**src/rtl/pq_pop_reader.sv**
```systemverilog
// ============================================================================
// Module   : pq_pop_reader (with pq_pkg)
// Brief    : Credit-limited pop engine draining a priority queue into an
//            elastic output buffer on a valid/ready stream.
//            Optional macro PQ_READER_ORDER_CHECK_EN adds order_err_o/pop_cnt_o.
// Revision : 1.0 - initial release
// ============================================================================
`default_nettype none

package pq_pkg;
  localparam int QUEUE_DEPTH = 16;
  localparam int CNT_WIDTH   = $clog2(QUEUE_DEPTH);
  localparam int DATA_WIDTH  = 16;
  localparam int ID_WIDTH    = 8;

  typedef struct packed {
    logic [DATA_WIDTH-1:0] data;
    logic [ID_WIDTH-1:0]   id;
  } cell_t;
endpackage

module pq_pop_reader #(
  parameter int BUF_DEPTH   = 4,
  parameter int POP_LATENCY = 1
) (
  input  logic                             clk_i,
  input  logic                             rst_i,
  input  logic                             enable_i,
  input  logic                             flush_i,
  input  logic [pq_pkg::CNT_WIDTH:0]       pq_cnt_i,
  output logic                             pq_pop_o,
  input  logic [$bits(pq_pkg::cell_t)-1:0] pq_cell_i,
  output logic                             m_valid_o,
  input  logic                             m_ready_i,
  output logic [$bits(pq_pkg::cell_t)-1:0] m_cell_o,
  output logic                             busy_o
`ifdef PQ_READER_ORDER_CHECK_EN
  ,
  output logic                             order_err_o,
  output logic [15:0]                      pop_cnt_o
`endif
);

  localparam int CELL_W = $bits(pq_pkg::cell_t);
  localparam int PTR_W  = (BUF_DEPTH > 1) ? $clog2(BUF_DEPTH) : 1;
  localparam int OCC_W  = $clog2(BUF_DEPTH + 1);
  localparam int SUM_W  = OCC_W + 4;

  generate
    if (BUF_DEPTH < POP_LATENCY + 1) begin : g_bad_depth
      $error("pq_pop_reader: BUF_DEPTH must be >= POP_LATENCY+1");
    end
    if (POP_LATENCY < 1 || POP_LATENCY > 4) begin : g_bad_latency
      $error("pq_pop_reader: POP_LATENCY must be in 1..4");
    end
  endgenerate

  typedef enum logic [1:0] {
    IDLE = 2'd0,
    RUN  = 2'd1,
    STOP = 2'd2
  } state_t;

  state_t                   state_q, state_d;
  logic [POP_LATENCY-1:0]   sr_q, sr_d;
  logic [POP_LATENCY:0]     sr_ext;
  logic [OCC_W-1:0]         occ_q, occ_d;
  logic [PTR_W-1:0]         wr_ptr_q, wr_ptr_d;
  logic [PTR_W-1:0]         rd_ptr_q, rd_ptr_d;
  logic [CELL_W-1:0]        mem_q [BUF_DEPTH];
  logic [CELL_W-1:0]        mem_d [BUF_DEPTH];
  logic                     pop_q, pop_d;
  logic                     busy_q, busy_d;

  logic [SUM_W-1:0]         inflight;
  logic                     resp;
  logic                     full;
  logic                     wr_en;
  logic                     rd_en;
  logic                     overflow;

  function automatic logic [PTR_W-1:0] ptr_inc(input logic [PTR_W-1:0] p);
    return (p == PTR_W'(BUF_DEPTH - 1)) ? '0 : p + PTR_W'(1);
  endfunction

  always_comb begin
    inflight = '0;
    for (int i = 0; i < POP_LATENCY; i++) begin
      inflight = inflight + SUM_W'(sr_q[i]);
    end

    // Count guard: a pop issued last cycle is not yet reflected in pq_cnt_i.
    pq_pop_o = !rst_i && (state_q == RUN) && enable_i && !flush_i
               && (pq_cnt_i > {{pq_pkg::CNT_WIDTH{1'b0}}, pop_q})
               && ((SUM_W'(occ_q) + inflight) < SUM_W'(BUF_DEPTH));

    resp     = sr_q[POP_LATENCY-1];
    rd_en    = (occ_q != '0) && m_ready_i;
    full     = (occ_q == OCC_W'(BUF_DEPTH));
    wr_en    = resp && (!full || rd_en);
    overflow = resp && full && !rd_en;

    sr_ext   = {sr_q, pq_pop_o};
    sr_d     = sr_ext[POP_LATENCY-1:0];
    pop_d    = pq_pop_o;
    mem_d    = mem_q;
    wr_ptr_d = wr_ptr_q;
    rd_ptr_d = rd_ptr_q;
    occ_d    = occ_q;

    if (wr_en) begin
      mem_d[wr_ptr_q] = pq_cell_i;
      wr_ptr_d        = ptr_inc(wr_ptr_q);
    end
    if (rd_en) begin
      rd_ptr_d = ptr_inc(rd_ptr_q);
    end
    case ({wr_en, rd_en})
      2'b10:   occ_d = occ_q + OCC_W'(1);
      2'b01:   occ_d = occ_q - OCC_W'(1);
      default: occ_d = occ_q;
    endcase

    if (flush_i) begin
      sr_d     = '0;
      occ_d    = '0;
      wr_ptr_d = '0;
      rd_ptr_d = '0;
    end

    busy_d = (occ_d != '0) || (sr_d != '0);

    state_d = state_q;
    if (flush_i) begin
      state_d = IDLE;
    end else begin
      case (state_q)
        IDLE:    if (enable_i) state_d = RUN;
        RUN:     if (!enable_i) state_d = STOP;
        STOP: begin
          if (enable_i)              state_d = RUN;
          else if (inflight == '0)   state_d = IDLE;
        end
        default: state_d = IDLE;
      endcase
    end
  end

  always_ff @(posedge clk_i) begin
    if (rst_i) begin
      state_q  <= IDLE;
      sr_q     <= '0;
      occ_q    <= '0;
      wr_ptr_q <= '0;
      rd_ptr_q <= '0;
      pop_q    <= 1'b0;
      busy_q   <= 1'b0;
      for (int i = 0; i < BUF_DEPTH; i++) begin
        mem_q[i] <= '0;
      end
    end else begin
      state_q  <= state_d;
      sr_q     <= sr_d;
      occ_q    <= occ_d;
      wr_ptr_q <= wr_ptr_d;
      rd_ptr_q <= rd_ptr_d;
      pop_q    <= pop_d;
      busy_q   <= busy_d;
      mem_q    <= mem_d;
    end
  end

  assign m_valid_o = (occ_q != '0);
  assign m_cell_o  = mem_q[rd_ptr_q];
  assign busy_o    = busy_q;

  a_no_overflow : assert property (@(posedge clk_i) disable iff (rst_i) !overflow);

`ifdef PQ_READER_ORDER_CHECK_EN
  pq_pkg::cell_t                 cell_in;
  logic [pq_pkg::DATA_WIDTH-1:0] prev_data_q, prev_data_d;
  logic                          prev_vld_q, prev_vld_d;
  logic                          err_q, err_d;
  logic [15:0]                   pcnt_q, pcnt_d;

  assign cell_in = pq_cell_i;

  // The queue hands out non-increasing data; a rise means order was broken.
  always_comb begin
    prev_data_d = prev_data_q;
    prev_vld_d  = prev_vld_q;
    err_d       = err_q;
    pcnt_d      = pcnt_q;
    if (pq_pop_o && pcnt_q != 16'hFFFF) pcnt_d = pcnt_q + 16'd1;
    if (wr_en) begin
      if (prev_vld_q && (cell_in.data > prev_data_q)) err_d = 1'b1;
      prev_data_d = cell_in.data;
      prev_vld_d  = 1'b1;
    end
    if (pq_cnt_i == '0) prev_vld_d = 1'b0;
    if (flush_i) begin
      prev_vld_d = 1'b0;
      err_d      = 1'b0;
    end
  end

  always_ff @(posedge clk_i) begin
    if (rst_i) begin
      prev_data_q <= '0;
      prev_vld_q  <= 1'b0;
      err_q       <= 1'b0;
      pcnt_q      <= '0;
    end else begin
      prev_data_q <= prev_data_d;
      prev_vld_q  <= prev_vld_d;
      err_q       <= err_d;
      pcnt_q      <= pcnt_d;
    end
  end

  assign order_err_o = err_q;
  assign pop_cnt_o   = pcnt_q;
`endif

endmodule

`default_nettype wire
```
**config.mk**
```make
export PLATFORM = sky130hd
export DESIGN_NAME = pq_pop_reader
export DESIGN_NICKNAME = d
export VERILOG_FILES = /design/src/rtl/pq_pop_reader.sv
export SDC_FILE = /design/constraint.sdc
export NUM_CORES = 1
export LEC_CHECK = 0
export BUFFER_PORTS_ARGS = -buffer_cell sky130_fd_sc_hd__buf_2
export CAP_MARGIN = 10
export CORE_MARGIN = 2
export CORE_UTILIZATION = 50
export CTS_BUF_LIST = sky130_fd_sc_hd__clkbuf_2
export DETAILED_ROUTE_END_ITERATION = 10
export PLACE_DENSITY = 0.81
export RECOVER_POWER = 100
export SYNTH_ARGS = -nofsm -noshare
export SYNTH_HDL_FRONTEND = slang
export SYNTH_SLANG_ARGS = --single-unit
```
**constraint.sdc**
```tcl
create_clock -name clk_i -period 3 [get_ports clk_i]
set_input_delay 0.6 -clock clk_i [delete_from_list [all_inputs] [get_ports clk_i]]
set_output_delay 0.6 -clock clk_i [all_outputs]
set_load 0.05 [all_outputs]
```
Word level (Yosys, flattened, before mapping)
Index checks and enable logic that the tools add are counted.
{"block": "classes", "add_sub_neg": 5, "magnitude_cmp": 5, "n_eq_ne": 10, "n_mux": 16, "n_bitwise": 2, "n_reduce_logical": 19}
{"operator": "96-bit bitwise mux", "n": 1}
{"operator": "24-bit 2-to-1 mux", "n": 3}
{"operator": "24-bit binary-select mux with 2-bit select", "n": 1}
{"operator": "24-bit demux with 2-bit select", "n": 1}
{"operator": "2-bit 2-to-1 mux", "n": 6}
{"operator": "2-bit == test (second input constant)", "n": 4}
{"operator": "1-bit logical AND", "n": 8}
{"operator": "7-bit logical NOT", "n": 1}
{"operator": "3-bit >= comparator (second input constant)", "n": 2}
{"operator": "2-bit NOT with 3-bit output", "n": 2}
{"operator": "2-bit one-hot mux with 3 select lines", "n": 1}
{"operator": "3-bit one-hot mux with 2 select lines", "n": 1}
{"operator": "3-bit nonzero test", "n": 2}
{"operator": "5-bit by 1-bit greater-than comparator with 1-bit output", "n": 1}
{"operator": "2-bit by 1-bit adder with 2-bit output (second input constant)", "n": 2}
{"operator": "3-bit by 1-bit adder with 4-bit output", "n": 1}
{"operator": "2-bit by 1-bit == test with 1-bit output (second input constant)", "n": 2}
{"operator": "4-bit by 3-bit less-than comparator with 1-bit output (second input constant)", "n": 1}
{"operator": "2-bit inequality test (second input constant)", "n": 2}
{"operator": "3-bit by 1-bit adder with 3-bit output (second input constant)", "n": 1}
{"operator": "3-bit == test (second input constant)", "n": 1}
{"operator": "1-bit logical NOT", "n": 3}
{"operator": "3-bit by 1-bit less-than comparator with 1-bit output (second input constant)", "n": 1}
{"operator": "3-bit 2-to-1 mux", "n": 1}
{"operator": "7 further kinds", "n": 8}
{"block": "totals", "regBits": 108, "inputBits": 34, "out_inout_bits": 27, "word_cells": 68}

Logic depth before layout (Yosys ltp)
Gate-level depths: netlist (run 1).
{"block": "depth", "ltp_word": 9, "ltp_mapped": 9, "depth_no_buf": 9}

Worst setup path before layout (run 1)
No wires, ideal clock.
{"block": "synth_path", "path_kind": "input-to-reg", "start": "input port m_ready_i", "end": "register busy_q (netlist: busy_o)", "setup_ns": 0.120, "arrival_time_ns": 2.534, "required_ns": 2.880, "setup_slack_ns": 0.346, "stages": 8, "path_buffers": 1, "cell_sequence": "or4b_1 buf_4 nand2_1 ha_1 fa_1 nor3b_1 a21oi_1 a211o_1"}
{"block": "synth_between", "elab_chain_cells": 8, "word_cells_on_any_way": 9, "cone_classes": "eq/ne (2); mux (2); reduce/logical (5)"}
{"item": "from (decl)", "line": "34", "source": "input logic m_ready_i,"}
{"item": "1-bit logical AND *", "line": "98", "source": "rd_en = (occ_q != '0) && m_ready_i;"}
{"item": "1-bit logical OR", "line": "100", "source": "wr_en = resp && (!full || rd_en);"}
{"item": "1-bit logical AND", "line": "100"}
{"item": "2-bit by 1-bit == test with 1-bit output or 2-bit == test (tied branches)", "line": "118", "source": "case ({wr_en, rd_en})"}
{"item": "3-bit one-hot mux with 2 select lines *", "line": "118"}
{"item": "3-bit 2-to-1 mux *", "line": "124", "source": "if (flush_i) begin"}
{"item": "3-bit nonzero test *", "line": "131", "source": "busy_d = (occ_d != '0) || (sr_d != '0);"}
{"item": "1-bit logical OR *", "line": "131"}
{"item": "to (signal assigned)", "line": "168", "source": "busy_q <= busy_d;"}
{"item": "to (decl)", "line": "73", "source": "logic busy_q, busy_d;"}
Mark *: on every way between the ends. The rest lies on a longest branch, timed or not.
A chain may end at the register's enable or synchronous reset.

Final worst setup path (run 1)
{"block": "layout_path", "start": "register rd_ptr_q[0]", "end": "output port m_cell_o[3] (netlist name)"}
{"block": "layout_between", "elab_chain_cells": 4}
{"item": "from (decl)", "line": "69", "source": "logic [PTR_W-1:0] rd_ptr_q, rd_ptr_d;"}
{"item": "from (signal assigned)", "line": "166", "source": "rd_ptr_q <= rd_ptr_d;"}
{"item": "2-bit NOT with 3-bit output (not written as such)", "line": "174", "source": "assign m_cell_o = mem_q[rd_ptr_q];"}
{"item": "24-bit binary-select mux with 2-bit select", "line": "174"}
{"item": "24-bit 2-to-1 mux (not written as such) (2 in a row)", "line": "174"}
{"item": "to (decl)", "line": "35", "source": "output logic [$bits(pq_pkg::cell_t)-1:0] m_cell_o,"}
No other way between the ends. The select of a mux whose other input is x is not followed.

==> out/metrics.yaml, run 1 <==
setup_path:
  crit_type: "reg -> out"
  worst_ep_required_time_ns: 2.40
  cp_max_fo: 18
  reg2reg_depth: 9
  critPathLaunchType: "register"
  r2r_slack_ns: 0.55
  r2r_start: "occ_q[0]"
  worstPathArrival_ns: 2.21
  reg2reg_to: "busy_o"
  worst_setup_path_end_kind: "output port"
die:
  die_x_microns: 100
  fp.dieH_microns: 100
  start_util: 0.506
  rows: 35
  io_pins: 61
  fp.dieArea_sq_um: 10000
  placeableCoreArea_sq_um: 9110
cells_and_area:
  drive_above_1_share: 0.181
  fillers: 828
  area_growth_pct: 6.70
  fin_area_sq_um: 4920
  final_nets: 599
  n_antenna_cell: 0
drt:
  wl_met1_microns: 4040
  topRoutingLayerUsed: "met4"
  route.met2.wl_microns: 5280
  firstDrtPassIters: 5
  drc: 0
  wl_per_cell_microns: 15.2
  drt_iter0_markers: 186
  ant_nets: 0
  met3WireLength_microns: 833
  vias: 3717
  wirelength_microns: 10300
  vias_per_cell: 5.52
run_status:
  status: "complete, no violations"
timing:
  finalCriticalPeriod_ns: 2.81
  fin_crit_sh: 0.937
  worst_pin_slew_ns: 1.16
  hold_violations: 0
  drv_slew: 0
  fin_ws_ns: 0.189
  whs_ns: 0.175
  setup_viol: 0
  fin_setup_tns_ns: 0
  slew_headroom: 0.223
  rsz0062_at_grt: "false"
  fin_skew_ns: 0.0253
  clock.fmax_mhz: 356
power:
  power_density_nw_per_um2: 447
  leakage_nw: 1.70
  vdd_drop_max_mv: 0.251
clock_network:
  cts_buffers: 9
  clkSlewWorstSetupHoldPaths_ns: 0.25
  cts_buffer_depth: 2
  cts.sinks: 108
  cts-htree-levels: 3
  root_buffer: "clkbuf_2"
  cts_resized: 0
  holdBufCountCts: 0
  cts_post_setup_buffers_inserted: 0
  insertion_delay_ns: 0.58
  cts_tree: "yes"
min_path:
  holdPathEnd: "state_q[1]"
  hold_class: "in -> reg"
  hp-start: "enable_i"
  hold_depth: 2
placement:
  dpl.hpwl_microns: 6340
  pre_cts_slack_ns: 0.264
  port_buffers: 60
  place_area_sq_um: 4820
  place_congestion: 0.737
grt:
  grt_usage: 0.212
  grt_max_degree: 98
  antenna_found_initial: 0
  grt_pass1_vias: 3577
  grt-ovfl-total: 0
  grt_pass1_wl_microns: 16500
job:
  maxCapViolations: 0
yosys:
  synth_nets: 564
  synth_warnings: 0
  synthesis.area_sq_um: 4610
  ys_seq_elements: 108
  ys_seq_area_frac: 0.469
  syn-mean-instance-area_sq_um: 8.83
  synthDistinctLibCells: 28
  syn_inst: 522
## worst max-delay path, cell delays in order, from the launching register on
cell and delay [ns]:
dfxtp_2 0.61, buf_12 0.25, mux4_2 0.54, clkbuf_2 0.25
## how the worst max path moves through the flow
stage	slack, ns	start	to	depth (start not counted)
finish	0.19	rd_ptr_q[0]	m_cell_o[3]	3
global route	0.03	rd_ptr_q[0]	m_cell_o[3]	3
CTS	0.13	rd_ptr_q[0]	m_cell_o[0]	3
detailed placement	0.26	m_ready_i	busy_o	8
global placement	0.30	m_ready_i	busy_o	8
floorplan	0.35	m_ready_i	busy_o	8
## cell type report
| type | instances | area [sq um] | area share |
|---|---|---|---|
| Clock buffer | 11 | 55.1 | 0.0112 |
| Clock inverter | 5 | 60.1 | 0.0122 |
| Inverter | 5 | 18.8 | 0.00381 |
| Multi-Input combinational cell | 369 | 2150 | 0.437 |
| Sequential cell | 108 | 2160 | 0.440 |
| Tap cell | 111 | 139 | 0.0282 |
| Timing Repair Buffer | 64 | 332 | 0.0674 |
## flip-flops by register name, summed over array words and instances, names as in the netlist
register	count
mem_q	96
state_q	2
occ_q	3
busy_o	1
resp	1
pop_q	1
rd_ptr_q	2
wr_ptr_q	2
## per-layer routing
| metal | global-route usage | up-vias |
|---|---|---|
| met1 | 0.260 | 1743 |
| met2 | 0.358 | 135 |
| met4 | 0.0832 | 0 |
| li1 | - | 1824 |
| met3 | 0.0557 | 15 |
| met5 | 0 | - |
## Yosys cell counts
| master | instances | area [sq um] |
|---|---|---|
| xnor2_1 | 1 | 8.76 |
| nor2_1 | 4 | 15.0 |
| mux4_2 | 24 | 541 |
| buf_4 | 9 | 67.6 |
| nand3_2 | 4 | 40.0 |
| nand2b_1 | 1 | 6.26 |
| nand3_1 | 3 | 15.0 |
| or3_1 | 4 | 25.0 |
| nor4_1 | 2 | 12.5 |
| xor2_1 | 1 | 8.76 |
| dfxtp_1 | 108 | 2160 |
| a211oi_1 | 2 | 15.0 |
| mux2i_1 | 1 | 10.0 |
| nand2_1 | 198 | 743 |
| ha_1 | 7 | 87.6 |
| a21oi_1 | 102 | 510 |
| buf_2 | 3 | 15.0 |
| or4b_1 | 1 | 10.0 |
| clkbuf_1 | 16 | 60.1 |
| fa_1 | 1 | 20.0 |
| nor3b_1 | 1 | 7.51 |
| inv_1 | 5 | 18.8 |
| nand3b_1 | 1 | 7.51 |
| or2_2 | 1 | 6.26 |
| o21ai_0 | 2 | 10.0 |
| and3_1 | 7 | 43.8 |
| a211o_1 | 1 | 8.76 |
| buf_6 | 12 | 135 |
## cells in the final DEF, fill, tap and decap left out, drive strengths merged
master	n
a211o	1
a211oi	2
a21oi	102
and3	7
buf	38
bufinv	1
clkbuf	37
clkinv	2
clkinvlp	1
dfxtp	108
fa	1
ha	7
inv	6
mux2i	1
mux4	24
nand2	198
nand2b	1
nand3	7
nand3b	1
nor2	4
nor3b	1
nor4	2
o21ai	2
or2	1
or3	4
or4b	1
xnor2	1
xor2	1
## logic make-up (layout without fill, tap and decap cells)
family / count (synthesis) / in the layout / synth area share
simple gates: 227 / 227 / 0.202
flops: 108 / 108 / 0.469
compound gates: 107 / 107 / 0.118
buf+inv: 45 / 85 / 0.0643
mux: 25 / 25 / 0.119
fa+ha+maj: 8 / 8 / 0.0233
xor+xnor: 2 / 2 / 0.00380
## report_power, final
part           internal [mW]  total, mW  switching, mW
logic                 0.0265     0.0856         0.0592
registers               1.44       1.45        0.00242
clock network          0.202      0.667          0.464
## stage by stage
step                      power (mW)  utilization  instances
final                           2.20        0.540        673
after global routing            2.28        0.540        673
after CTS                       2.21        0.541        673
after global placement          1.56        0.529        657
after detailed placement        1.56        0.529        657
after floorplan                 1.51            -        522
No activity file was read; power rests on OpenSTA's default activity.
==> inputs of run 2 (changes only) <==
--- a/config.mk
+++ b/config.mk
@@ -7,11 +7,13 @@
 export LEC_CHECK = 0
 export BUFFER_PORTS_ARGS = -buffer_cell sky130_fd_sc_hd__buf_2
 export CAP_MARGIN = 10
+export CELL_PAD_IN_SITES_DETAIL_PLACEMENT = 0
+export CELL_PAD_IN_SITES_GLOBAL_PLACEMENT = 1
 export CORE_MARGIN = 2
-export CORE_UTILIZATION = 50
+export CORE_UTILIZATION = 45
 export CTS_BUF_LIST = sky130_fd_sc_hd__clkbuf_2
 export DETAILED_ROUTE_END_ITERATION = 10
-export PLACE_DENSITY = 0.81
+export PLACE_DENSITY = 0.92
 export RECOVER_POWER = 100
 export SYNTH_ARGS = -nofsm -noshare
 export SYNTH_HDL_FRONTEND = slang
==> out/metrics.yaml, run 2 (same netlist as run 1, synthesis figures left out) <==
run_status:
  status: "complete, no violations"  # unchanged
clock_network:
  cts_buffer_depth: 2  # unchanged
  root_buffer: "clkbuf_2"  # unchanged
  cts_buffers: 9  # unchanged
  clkSlewWorstSetupHoldPaths_ns: 0.26  # was 0.25 ns
  cts_post_setup_buffers_inserted: 0  # unchanged
  cts-htree-levels: 3  # unchanged
  cts_tree: "yes"  # unchanged
  cts.sinks: 108  # unchanged
  insertion_delay_ns: 0.56  # was 0.58 ns
power:
  switching_share: 0.230  # was 0.239
  power_density_nw_per_um2: 456  # was 447 nW/um^2
  vdd_drop_max_mv: 0.266  # was 0.251 mV
  internal_power_mw: 1.74  # was 1.67 mW
  seqPwrFrac: 0.639  # was 0.658
  leakage_nw: 1.72  # was 1.70 nW
  net-switching-power_mw: 0.521  # was 0.526 mW
  p_clk_frac: 0.322  # was 0.303
  combPwrFrac: 0.039  # about the same
placement:
  dpl.hpwl_microns: 6660  # was 6340 microns
  place_congestion: 0.740  # was 0.737
  port_buffers: 60  # unchanged
  place_area_sq_um: 4840  # was 4820 sq um
  pre_cts_slack_ns: 0.206  # was 0.264 ns
  dp.cells: 680  # was 657
setup_path:
  crit_type: "reg -> out"  # unchanged
  worst_setup_path_end_kind: "output port"  # unchanged
  cp_max_fo: 14  # was 18
  critPathLaunchType: "register"  # unchanged
  worst_ep_required_time_ns: 2.40  # about the same
  worstPathArrival_ns: 2.20  # was 2.21 ns
drt:
  vias: 3730  # was 3717
  wirelength_microns: 10900  # was 10300 microns
  drc: 0  # unchanged
  ant_nets: 0  # unchanged
  wl_per_cell_microns: 15.7  # was 15.2 microns
  drt_iter0_markers: 273  # was 186
  firstDrtPassIters: 4  # was 5
  vias_per_cell: 5.37  # was 5.52
timing:
  slew_headroom: 0.212  # was 0.223
  finalCriticalPeriod_ns: 2.80  # was 2.81 ns
  drv_slew: 0  # unchanged
  worst_pin_slew_ns: 1.18  # was 1.16 ns
  setup_viol: 0  # unchanged
  fin_skew_ns: 0.0226  # was 0.0253 ns
  fin_setup_tns_ns: 0  # unchanged
  fin_crit_sh: 0.934  # was 0.937
  whs_ns: 0.174  # was 0.175 ns
  hold_violations: 0  # unchanged
  clock.fmax_mhz: 357  # was 356 MHz
  fin_ws_ns: 0.198  # was 0.189 ns
  rsz0062_at_grt: "false"  # unchanged
cells_and_area:
  top_register: "mem_q"  # unchanged
  final-instance-count-excl-fill: 695  # was 673
  area_growth_pct: 7.54  # was 6.70%
  multi_input_area_sq_um: 2150  # unchanged
  regArea_sq_um: 2170  # was 2160 sq um
  layout_common_cells: "198 x nand2_1, 107 x dfxtp_1, 102 x a21oi_1"  # unchanged
  n_antenna_cell: 0  # unchanged
  final_nets: 600  # was 599
  top_regs: "mem_q (96), occ_q (3)"  # unchanged
  largest_register_ffs: 96  # unchanged
  final_common_cell: "nand2_1"  # unchanged
  drive_above_1_share: 0.181  # unchanged
  fin_area_sq_um: 4960  # was 4920 sq um
  fillers: 963  # was 828
die:
  placeableCoreArea_sq_um: 9860  # was 9110 sq um
  start_util: 0.467  # was 0.506
  die_x_microns: 105  # was 100 microns
  fp.dieArea_sq_um: 11100  # was 10000 sq um
  rows: 36  # was 35
  fp.dieH_microns: 105  # was 100 microns
  io_pins: 61  # unchanged
job:
  maxCapViolations: 0  # unchanged
grt:
  antenna_found_initial: 0  # unchanged
  grt-ovfl-total: 0  # unchanged
  grt_pass1_vias: 3570  # was 3577
  grt_max_degree: 98  # unchanged
  grt_usage: 0.196  # was 0.212
  grt_pass1_wl_microns: 17400  # was 16500 microns
min_path:
  hold_class: "in -> reg"  # unchanged
run 2: cell types whose count changed in the layout (fill, tap and decap cells not counted), sizes merged:
cell | previous run | this run
buf | 38 | 47
clkbuf | 37 | 28
bufinv | 1 | 2
clkinv | 2 | 3
clkinvlp | 1 | 0
inv | 6 | 5
run 2: repair_timing:
| item | in CTS | in global routing |
|---|---|---|
| resized for setup | 0 | 1 |
| endpoints found under the setup margin | 0 | 15 |
| hold buffers | 0 | 0 |
run 2: worst max-delay path, stage by stage, from the launching register on:
cell and delay [ns]:
dfxtp_4 0.57, buf_4 0.25, mux4_2 0.56, clkbuf_2 0.26
run 2: path summary, 6_finish.rpt:
check              startpoint           to  slack, ns  cells past startpoint
setup reg to reg     occ_q[0]       busy_o       0.49                      9
setup / recovery  rd_ptr_q[0]  m_cell_o[0]       0.20                      3
hold / removal       enable_i   state_q[1]       0.17                      2
hold reg to reg     mem_q[38]    mem_q[38]       0.47                      2
run 2: cell type report:
type	count	area share
multi-input cells	369	0.434
inverters	5	0.00379
clock inverters	5	0.0156
flip-flops and latches	108	0.437
well taps	133	0.0336
clock buffers	10	0.0101
repair buffers	65	0.0661
run 2: per-stage QoR:
step	util	power, mW
6_report	0.503	2.26
5_1_grt	0.503	2.35
4_1_cts	0.503	2.28
3_5_place_dp	0.490	1.56
3_3_place_gp	0.490	1.56
2_1_floorplan	-	1.51
run 2: per-layer routing:
metal  vias to the layer above  part of all wire  wire length [microns]  GRT usage
met5                         -                 0                      0          0
met4                         0             0.015                    162     0.0514
met3                        18             0.061                    667     0.0501
met2                       112              0.50                   5430      0.344
met1                      1778              0.42                   4620      0.240
li1                       1822                 -                      -          -
run 2: power by group through the flow:
stage | sequential [mW] | clock (mW) | combinational [mW]
after CTS | 1.45 | 0.742 | 0.0879
final | 1.45 | 0.730 | 0.0879
after detailed placement | 1.47 | 0 | 0.0878
after global routing | 1.45 | 0.804 | 0.0955
after floorplan | 1.47 | 0 | 0.0432
after global placement | 1.47 | 0 | 0.0854
